==> config.mk <==
export PLATFORM = sky130hd
export DESIGN_NAME = pwm_measure
export DESIGN_NICKNAME = d
export VERILOG_FILES = /design/src/rtl/pwm_measure.sv
export SDC_FILE = /design/constraint.sdc
export NUM_CORES = 1
export LEC_CHECK = 0
export ABC_CLOCK_PERIOD_IN_PS = 1600
export BUFFER_PORTS_ARGS = -buffer_cell sky130_fd_sc_hd__buf_2
export CORE_ASPECT_RATIO = 1.5
export CORE_UTILIZATION = 30
export CTS_CLUSTER_SIZE = 16
export DETAILED_ROUTE_END_ITERATION = 7
export GPL_ROUTABILITY_DRIVEN = 0
export GPL_TIMING_DRIVEN = 0
export PLACE_DENSITY = 0.47
export SLEW_MARGIN = 10
export SYNTH_ARGS = -nofsm -noshare
export SYNTH_HDL_FRONTEND = slang
export SYNTH_SLANG_ARGS = --single-unit
export TNS_END_PERCENT = 100
==> constraint.sdc <==
create_clock -name clk -period 1.6 [get_ports clk]
set_clock_uncertainty 0.05 [all_clocks]
set_input_delay 0.24 -clock clk [delete_from_list [all_inputs] [get_ports clk]]
set_output_delay 0.24 -clock clk [all_outputs]
set_load 0.03 [all_outputs]
==> src/rtl/pwm_measure.sv <==
// Measures the high time and period of an asynchronous PWM waveform in clk cycles.
// Results update on each rising edge; a sticky timeout reports a stuck input.
module pwm_measure #(
    parameter int W           = 8,
    parameter int SYNC_STAGES = 2
) (
    input  logic         clk,
    input  logic         rst,
    input  logic         en,
    input  logic         pwm_in,
    output logic [W-1:0] high_cnt,
    output logic [W-1:0] period_cnt,
    output logic         valid,
    output logic         timeout,
    output logic         level
);

    localparam logic [1:0] ST_IDLE = 2'd0;
    localparam logic [1:0] ST_ARM  = 2'd1;
    localparam logic [1:0] ST_HIGH = 2'd2;
    localparam logic [1:0] ST_LOW  = 2'd3;

    // Edge events are pipelined so that valid lands SYNC_STAGES+2 cycles after the sampling edge.
    localparam int EDGE_LAT = 2;

    localparam logic [W-1:0] CNT_ONE   = {{(W-1){1'b0}}, 1'b1};
    localparam logic [W-1:0] CNT_MAX   = {W{1'b1}};
    localparam logic [W-1:0] ARM_LIMIT = {{(W-1){1'b1}}, 1'b0};

    logic [SYNC_STAGES-1:0]   sync_reg;
    logic                     s;
    logic                     s_d_reg;
    logic                     rise;
    logic                     fall;
    logic [EDGE_LAT-1:0][2:0] edge_pipe_reg;
    logic                     ev_level;
    logic                     ev_rise;
    logic                     ev_fall;
    logic [1:0]               state_reg;
    logic [W-1:0]             hcnt_reg;
    logic [W-1:0]             pcnt_reg;

    assign s    = sync_reg[SYNC_STAGES-1];
    assign rise = s & ~s_d_reg;
    assign fall = ~s & s_d_reg;

    assign ev_level = edge_pipe_reg[EDGE_LAT-1][2];
    assign ev_rise  = edge_pipe_reg[EDGE_LAT-1][1];
    assign ev_fall  = edge_pipe_reg[EDGE_LAT-1][0];

    always_ff @(posedge clk) begin
        if (rst) begin
            sync_reg      <= '0;
            s_d_reg       <= 1'b0;
            edge_pipe_reg <= '0;
        end else begin
            sync_reg         <= {sync_reg[SYNC_STAGES-2:0], pwm_in};
            s_d_reg          <= s;
            edge_pipe_reg[0] <= {s, rise, fall};
            for (int i = 1; i < EDGE_LAT; i++) begin
                edge_pipe_reg[i] <= edge_pipe_reg[i-1];
            end
        end
    end

    always_ff @(posedge clk) begin
        if (rst) begin
            state_reg  <= ST_IDLE;
            hcnt_reg   <= '0;
            pcnt_reg   <= '0;
            high_cnt   <= '0;
            period_cnt <= '0;
            valid      <= 1'b0;
            timeout    <= 1'b0;
            level      <= 1'b0;
        end else begin
            valid <= 1'b0;
            if (!en) begin
                state_reg <= ST_IDLE;
                hcnt_reg  <= '0;
                pcnt_reg  <= '0;
                timeout   <= 1'b0;
            end else begin
                case (state_reg)
                    ST_IDLE: begin
                        state_reg <= ST_ARM;
                        hcnt_reg  <= '0;
                        pcnt_reg  <= '0;
                    end
                    ST_ARM: begin
                        // In ARM pcnt only measures how long we have waited for a rise.
                        if (ev_rise) begin
                            state_reg <= ST_HIGH;
                            hcnt_reg  <= CNT_ONE;
                            pcnt_reg  <= CNT_ONE;
                        end else if (pcnt_reg == ARM_LIMIT) begin
                            timeout  <= 1'b1;
                            level    <= ev_level;
                            pcnt_reg <= '0;
                        end else begin
                            pcnt_reg <= pcnt_reg + CNT_ONE;
                        end
                    end
                    ST_HIGH: begin
                        if (pcnt_reg == CNT_MAX) begin
                            state_reg <= ST_ARM;
                            timeout   <= 1'b1;
                            level     <= ev_level;
                            hcnt_reg  <= '0;
                            pcnt_reg  <= '0;
                        end else begin
                            pcnt_reg <= pcnt_reg + CNT_ONE;
                            if (ev_fall) begin
                                state_reg <= ST_LOW;
                            end else begin
                                hcnt_reg <= hcnt_reg + CNT_ONE;
                            end
                        end
                    end
                    ST_LOW: begin
                        if (ev_rise) begin
                            high_cnt   <= hcnt_reg;
                            period_cnt <= pcnt_reg;
                            valid      <= 1'b1;
                            state_reg  <= ST_HIGH;
                            hcnt_reg   <= CNT_ONE;
                            pcnt_reg   <= CNT_ONE;
                        end else if (pcnt_reg == CNT_MAX) begin
                            state_reg <= ST_ARM;
                            timeout   <= 1'b1;
                            level     <= ev_level;
                            hcnt_reg  <= '0;
                            pcnt_reg  <= '0;
                        end else begin
                            pcnt_reg <= pcnt_reg + CNT_ONE;
                        end
                    end
                    default: begin
                        state_reg <= ST_IDLE;
                    end
                endcase
            end
        end
    end

endmodule

## Word level (Yosys, flattened, before mapping)

Index checks and enable logic that the tools add are counted.

- Word-level logic and storage cells: 69
- Flip-flop bits (word level): 46
- Bits of input ports: 4

- Equality and inequality tests: 12
- Add/sub/neg operators: 2
- Reduce and logical (&&, ||, !) cells: 9
- Bitwise logic cells: 6
- Mux-type cells: 28

Operator list:

| cell | number |
|---|---|
| $mux 8 | 9 |
| $pmux 8 s4 | 2 |
| $add 8x1->8 const B | 2 |
| $eq 8x8->1 const B | 2 |
| $mux 2 | 5 |
| $mux 1 | 9 |
| $ne 3x3->1 const B | 3 |
| $reduce_and 3->1 | 3 |
| $ne 2x2->1 const B | 4 |
| $pmux 2 s4 | 1 |
| $pmux 1 s3 | 2 |
| $reduce_and 5->1 | 1 |
| $eq 2x2->1 const B | 2 |
| $not 1->1 | 4 |
| $reduce_and 4->1 | 1 |
| $reduce_bool 3->1 | 1 |
| $reduce_or 3->1 | 1 |
| $and 1x1->1 | 2 |
| $eq 2x1->1 const B | 1 |
| $logic_not 2->1 | 1 |
| $reduce_or 2->1 | 1 |

## Longest topological paths before layout

Gate-level depths: netlist (run 1).

- Depth in word-level cells: 4
- Gate-level depth with buffers: 6

## Least setup slack after synthesis (run 1)

OpenSTA, ideal clock, no wires.

- Kind: reg2reg
- From: reg pcnt_reg[1]
- To: reg hcnt_reg[0]
- Path buffers: 1
- Data required time: 1.464 ns
- Arrival time: 1.334 ns
- Setup time: 0.086 ns
- Stages on the path, launching flop included: 7
- Clock period less this slack: 1.470 ns
- Setup slack: 0.130 ns
- Cells stage by stage: dfxtp_1 > ha_1 > and3_1 > buf_2 > nand3_4 > and2_4 > a221oi_2

- Word-level cells in the longest chain between the ends: 3
- Elaborated cells between the ends (all ways): 6

Ends and longest elaborated chain:

| element | RTL line | source |
|---|---|---|
| start: declaration | 41 | `logic [W-1:0] pcnt_reg;` |
| start signal: assignment | 101 | `pcnt_reg <= pcnt_reg + CNT_ONE;` |
| start signal: assignment | 112 | `pcnt_reg <= pcnt_reg + CNT_ONE;` |
| start signal: assignment | 135 | `pcnt_reg <= pcnt_reg + CNT_ONE;` |
| $eq 8x8->1 * | 105, 128 |  |
| $mux 8 or $ne 3x3->1 (tied branches) | n/a |  |
| $pmux 8 s4 or $reduce_and 3->1 (tied branches) | n/a |  |
| end signal: assignment | 116 | `hcnt_reg <= hcnt_reg + CNT_ONE;` |
| end: declaration | 40 | `logic [W-1:0] hcnt_reg;` |

Mark *: on every way between the ends. The rest lies on a longest branch, timed or not.
A chain may end at the register's enable or synchronous reset.

## Worst setup path after layout (run 1)

Same ends and word-level chain as after synthesis.

==> metrics.md, run 1 <==
| Metric | Value |
|---|---|
| Die span in y | `99 um` |
| Dpl cell area | `roughly 2100 sq um` |
| Largest net degree at the start of global routing | `14` |
| Global-route wire length before repair | `7050 um` |
| Startpoint Class | `flip-flop` |
| Final nets | `254` |
| Pwr dens | `845 nW/um^2` |
| Area delta synth->final | `19.1%` |
| Reg2Reg Setup Slack | `about 85 ps` |
| Register area share after synthesis | `47.9%` |
| Clk network pwr share | `36.3%` |
| Slowest-stage cell, CP | `dfxtp_4` |
| Via density per instance | `4.93` |
| Critical path buffer and inverter count | `1` |
| Worst-Margin Slew | `just under 500 ps` |
| DR vias | `1588` |
| Most frequent cells in the layout | `42 x dfxtp_1, 37 x nand2_1, 24 x buf_2` |
| CTS tree | `yes` |
| Fill count | `640` |
| Die area | `6600 sq um` |
| Syn Nets | `220` |
| Synth Cell Area | `1880 sq um` |
| VDD IR max | `0.000532 V` |
| Worst slew margin | `67.7%` |
| DRT antenna net count | `0` |
| Min Clock Period, post-route | `1520 ps` |
| Clock buffer depth | `2` |
| Die width | `66.7 um` |
| Warnings, synthesis | `0` |
| Ys async rst share | `0%` |
| Flops & latches, synth | `45` |
| CP Depth | `6` |
| Total power | `1.89 mW` |
| Initial DRC count | `just over 80` |
| Fin Setup TNS | `0 ps` |
| DRC | `0` |
| Clock latency on the worst-skew pair | `290 ps` |
| Cell variety after synth | `37` |
| Wire per inst | `13.6 um` |
| Worst R2R Path Depth | `6` |
| # IOs | `23` |
| Worst stage delay on the critical path | `370 ps` |
| Sw Pwr | `431 uW` |
| Fin. Hold Viols | `0` |
| Arrival @ worst endpoint | `about 1700 ps` |
| Comb power frac | `3.9%` |
| Register share of total power | `between 50% and 60%` |
| Fraction of layout cells with a size suffix above 1 | `21.8%` |
| Max-Cap Viols | `0` |
| CP endpoint | `hcnt_reg[0]` |
| Pins over their slew limit | `0` |
| Run status | `finished clean` |
| Hold path cells | `2` |
| CP startpoint | `pcnt_reg[1]` |
| Commonest non-fill, non-tap cell in the layout | `dfxtp_1` |
| CTS buffer count | `5` |
| Final setup fails | `0` |
| Root Buffer | `clkbuf_8` |
| Critical Path RT | `roughly 1800 ps` |
| RR Startpoint | `pcnt_reg[1]` |
| Worst r2r dst | `hcnt_reg[0]` |
| Max Freq | `660 MHz` |
| Gate Count Post-Synth | `213` |
| H-tree depth | `2` |
| Critical-path maximum fanout | `5` |
| Layout Utilization | `36.8%` |
| GRT Util Overall | `around 14%` |
| Sink Count | `45` |
| Hold Crit Class | `primary input to flip-flop` |
| Drt total wl | `4370 um` |
| Starting Density | `30.9%` |
| Row count | `35` |
| Mean Syn Cell Area | `8.83 sq um` |
| Post-synth EDFFs | `0` |
| First drt pass iteration count | `4` |
| Cell Chain, Critical Path | `ha_2 > and3_1 > buf_6 > nand3_4 > and2_4 > a221oi_2` |
| Delay-heaviest family, CP | `simple AND/OR/NAND/NOR gates` |
| DP Wirelength | `3070 um` |
| Inserted Diodes | `0` |
| Final period util | `94.7%` |
| Antenna violations before repair | `0` |
| I/O Buffers | `22` |
| Critical Path Sink Type | `flip-flop` |
| Post-Layout Inst Area | `2240 sq um` |
| P_leak | `a little over 0.8 nW` |
| Core area | `between 6000 and 7000 sq um` |
| Switching Share | `between 20% and 30%` |
| Global route overflow | `0` |
| Prevailing post-synth register cell | `dfxtp_1` |
| WS Path Type | `flip-flop to flip-flop` |
| Vias in the first global route | `1471` |
| Clock Pin Slew Worst Setup and Hold Paths | `90 ps` |
| Internal power | `1.46 mW` |
[power groups by stage]
stage          sequential, mW  clock (mW)  combinational (mW)
2_1_floorplan            1.16           0              0.0469
3_3_place_gp             1.16           0              0.0691
3_5_place_dp             1.16           0              0.0696
4_1_cts                  1.14       0.718              0.0702
5_1_grt                  1.13       0.753              0.0814
6_report                 1.13       0.687              0.0734
[cell usage after synthesis, types with 2 or more instances]
master,n,area share [%]
a31oi_1,2,0.66
nor2b_1,9,3.0
inv_1,4,0.80
buf_2,3,0.80
nand3b_1,6,2.4
and4_1,2,0.93
xor2_1,4,1.9
xnor2_1,2,0.93
a21boi_0,2,0.80
nor2_1,8,1.6
ha_1,3,2.0
and3_1,4,1.3
o21ai_0,4,1.1
dfxtp_1,45,48
a21oi_1,24,6.4
nand2_1,38,7.6
nand2b_1,2,0.66
buf_4,4,1.6
nor3_1,2,0.53
mux2i_1,6,3.2
and2_1,3,1.0
clkbuf_1,3,0.60
nand4_1,5,1.7
nand3_1,15,4.0
[layer usage]
layer  vias to the layer above  GRT usage [%]  part of all wire [%]
met2                        21           25.9                    53
li1                        806              -                     -
met3                         5           2.78                   2.3
met5                         -              0                     0
met4                         0           5.89                   1.7
met1                       756           15.3                    43
[worst reg2reg max path: stages, from the launching register on]
cell,delay [ps]
dfxtp_4,370
ha_2,190
and3_1,180
buf_6,130
nand3_4,110
and2_4,160
a221oi_2,240
[how the worst min path moves through the flow]
stage / startpoint / end / slack [ps]
after floorplan: rst / sync_reg[0] / 260
after CTS: pwm_in / sync_reg[0] / 100
after global routing: pwm_in / sync_reg[0] / 110
final: pwm_in / sync_reg[0] / 100
after global placement: s_d_reg / edge_pipe_reg[1] / 340
after detailed placement: sync_reg[1] / edge_pipe_reg[0] / 350
[final cells by class]
type                       instances  area [sq um]  share of cell area [%]
multi-input combinational        155           937                    41.8
tap                               74          92.6                    4.13
clock inverter                     1          7.51                   0.335
clock buffer                       7          76.3                    3.41
timing repair buffer              26           140                    6.25
inverter                           4          15.0                   0.670
sequential                        45           910                    40.6
buffer                            10          62.6                    2.79
[timing repair]
action                                  in CTS  in global routing
pin swaps                                    0                  2
setup buffers                                0                  4
resized for setup                            3                 11
hold buffers                                 0                  0
hold endpoints to repair                     0                  0
endpoints found under the setup margin      15                 19
gates cloned                                 0                  1
[through the flow]
stage                     worst slack (ps)  instances  hold slack, ps
after CTS                             3.48        317            97.6
after detailed placement             -32.4        309             353
final                                 84.5        322             102
after global routing                 -6.11        322             114
after floorplan                        130        213             262
after global placement               -24.9        309             339
[kinds of logic after synthesis]
kind of cell,count (synthesis),share of synthesized area [%]
simple gates,100,27.8
xor+xnor,6,2.79
buf+inv,14,3.79
mux,6,3.19
flops,45,47.9
compound gates,39,12.6
fa+ha+maj,3,1.99
No activity file was read; power rests on OpenSTA's default activity.
==> run 2, diff against run 1 <==
CTS_BUF_LIST = sky130_fd_sc_hd__clkbuf_8   (was unset)
RECOVER_POWER = 25   (was unset)
==> run 2 against run 1 <==
Die area is the same. Power shrank 0.70%. Non-clock buffer count is the same. Fmax is essentially flat. Critical path depth is the same. Clock power shrank 2%. Largest power group unchanged.
==> metrics.md, run 2 (synthesis results as in run 1) <==
| Metric | Value |
|---|---|
| DP Wirelength | `3070 um (unchanged)` |
| Critical Path RT | `1760 ps (about the same)` |
| CP endpoint | `hcnt_reg[0]` |
| Global route overflow | `0 (unchanged)` |
| Final nets | `254 (unchanged)` |
| Die width | `66.7 um (unchanged)` |
| Register share of total power | `60.2% (+0.4 points)` |
| Final period util | `94.7% (about the same)` |
| Worst r2r dst | `hcnt_reg[0]` |
| Hold-fix buffers, CTS | `0 (unchanged)` |
| Place WS | `-32.4 ps (unchanged)` |
| Min Clock Period, post-route | `1510 ps (-1.05 ps)` |
| Clock latency on the worst-skew pair | `290 ps (about the same)` |
| Final setup fails | `0 (unchanged)` |
| Root Buffer | `clkbuf_8` |
| DRC | `0 (unchanged)` |
| Sink Count | `45 (unchanged)` |
| # IOs | `23 (unchanged)` |
| Hold Crit Class | `primary input to flip-flop` |
| Area delta synth->final | `18.5%` |
| Run status | `finished clean` |
| Setup slack after layout | `85.6 ps (+1.05 ps)` |
| Worst hold slack | `102 ps (-0.388 ps)` |
| Largest net degree at the start of global routing | `14 (unchanged)` |
| Via density per instance | `4.93 (unchanged)` |
| Worst-Margin Slew | `476 ps (-8.76 ps)` |
| Met2 Routed Length | `2320 um (+0.78%)` |
| Vias in the first global route | `1471 (unchanged)` |
| Clk network pwr share | `35.9% (-0.4 points)` |
| Row count | `35 (unchanged)` |
| Fin. Hold Viols | `0 (unchanged)` |
| Fraction of layout cells with a size suffix above 1 | `18.1% (-3.6 points)` |
| Sw Pwr | `431 uW (about the same)` |
| Core area | `6090 sq um (unchanged)` |
| Routed wl met3 | `85 um (-17%)` |
| Worst slew margin | `68.3% (+0.58 points)` |
| First drt pass iteration count | `4 (unchanged)` |
| Reg2Reg Setup Slack | `90 ps (about the same)` |
| Wire per inst | `13.5 um (-0.21%)` |
| CTS tree | `yes` |
| Clock Pin Slew Worst Setup and Hold Paths | `80 ps (about the same)` |
| Starting Density | `30.9% (unchanged)` |
| Drt total wl | `4360 um (-0.21%)` |
| P_leak | `0.792 nW (-3.6%)` |
| H-tree depth | `2 (unchanged)` |
| CP startpoint | `pcnt_reg[1]` |
| CTS buffer count | `5 (unchanged)` |
| Critical Path Sink Type | `flip-flop` |
| Global-route wire length before repair | `7040 um (-0.18%)` |
| Fin cells | `322 (unchanged)` |
| Antenna violations before repair | `0 (unchanged)` |
| Most frequent cells in the layout | `42 x dfxtp_1, 37 x nand2_1, 23 x a21oi_1` |
| GRT Util Overall | `14.2% (unchanged)` |
| Arrival @ worst endpoint | `1670 ps (about the same)` |
| Placed Instances | `309 (unchanged)` |
| Die area | `6600 sq um (unchanged)` |
| Commonest non-fill, non-tap cell in the layout | `dfxtp_1` |
| Max Freq | `660 MHz (about the same)` |
| Layout Utilization | `36.6% (-0.19 points)` |
| Startpoint Class | `flip-flop` |
| VDD IR max | `0.000520 V (-2.4%)` |
| RR Startpoint | `pcnt_reg[1]` |
| Uppermost layer routed | `met4` |
| Comb power frac | `3.9% (about the same)` |
| DRT antenna net count | `0 (unchanged)` |
| Pins over their slew limit | `0 (unchanged)` |
| Max-Cap Viols | `0 (unchanged)` |
| I/O Buffers | `22 (unchanged)` |
| Internal power | `1.45 mW (-0.90%)` |
| Pwr dens | `843 nW/um^2 (-0.20%)` |
| DR vias | `1588 (unchanged)` |
| WS Path Type | `flip-flop to flip-flop` |
| Die span in y | `99 um (unchanged)` |
| Worst R2R Path Depth | `6 (unchanged)` |
| Initial DRC count | `84 (+1.2%)` |
| Clock buffer depth | `2 (unchanged)` |
| Critical-path maximum fanout | `5 (unchanged)` |
| Wl on met1 | `1880 um (-0.48%)` |
| Inserted Diodes | `0 (unchanged)` |
| Switching Share | `22.9% (+0.15 points)` |
| Fill count | `644 (+0.63%)` |
## run 2: routing by layer
layer  GRT usage [%]  vias to the layer above
li1                -                      806
met1            15.3                      760
met2            25.9                       17
met3            2.78                        5
met4            5.89                        0
met5               0                        -
## run 2: critical path: stages (launching register included)
cell and delay, ps:
dfxtp_4 370, ha_2 190, and3_1 180, buf_6 130, nand3_4 110, and2_4 160
a221oi_2 240
## run 2: through the flow
stage | instance area [sq um] | total power [mW] | TNS (ps)
CTS | 2180 | 1.91 | 0
global route | 2230 | 1.96 | -6.29
floorplan | 1880 | 1.21 | 0
global placement | 2080 | 1.23 | -125
detailed placement | 2080 | 1.23 | -63.2
finish | 2230 | 1.88 | 0
## run 2: cell type report
class,instances,area (sq um),share of cell area (%)
tap,74,92.6,4.15
inverter,4,15.0,0.673
buffer,10,62.6,2.81
clock buffer,5,68.8,3.09
sequential,45,910,40.8
clock inverter,3,15.0,0.673
timing repair buffer,26,129,5.78
multi-input combinational,155,937,42.0
## run 2: how the worst min path moves through the flow
stage,end,cells past startpoint,slack [ps],from
after detailed placement,edge_pipe_reg[0],1,350,sync_reg[1]
final,sync_reg[0],2,100,pwm_in
after floorplan,sync_reg[0],1,260,rst
after CTS,sync_reg[0],2,100,pwm_in
after global routing,sync_reg[0],2,110,pwm_in
after global placement,edge_pipe_reg[1],1,340,s_d_reg
## run 2: timing repair
| item | CTS | global route |
|---|---|---|
| resized for setup | 3 | 11 |
| buffers inserted | 0 | 4 |
| pin swaps | 0 | 2 |
| gates cloned | 0 | 1 |
| endpoints found under the setup margin | 15 | 19 |
## run 2: power groups by stage
stage	combinational [mW]	clock (mW)	sequential, mW
after floorplan	0.0469	0	1.16
after global placement	0.0691	0	1.16
after detailed placement	0.0696	0	1.16
after CTS	0.0702	0.706	1.14
after global routing	0.0811	0.741	1.13
final	0.0729	0.674	1.13
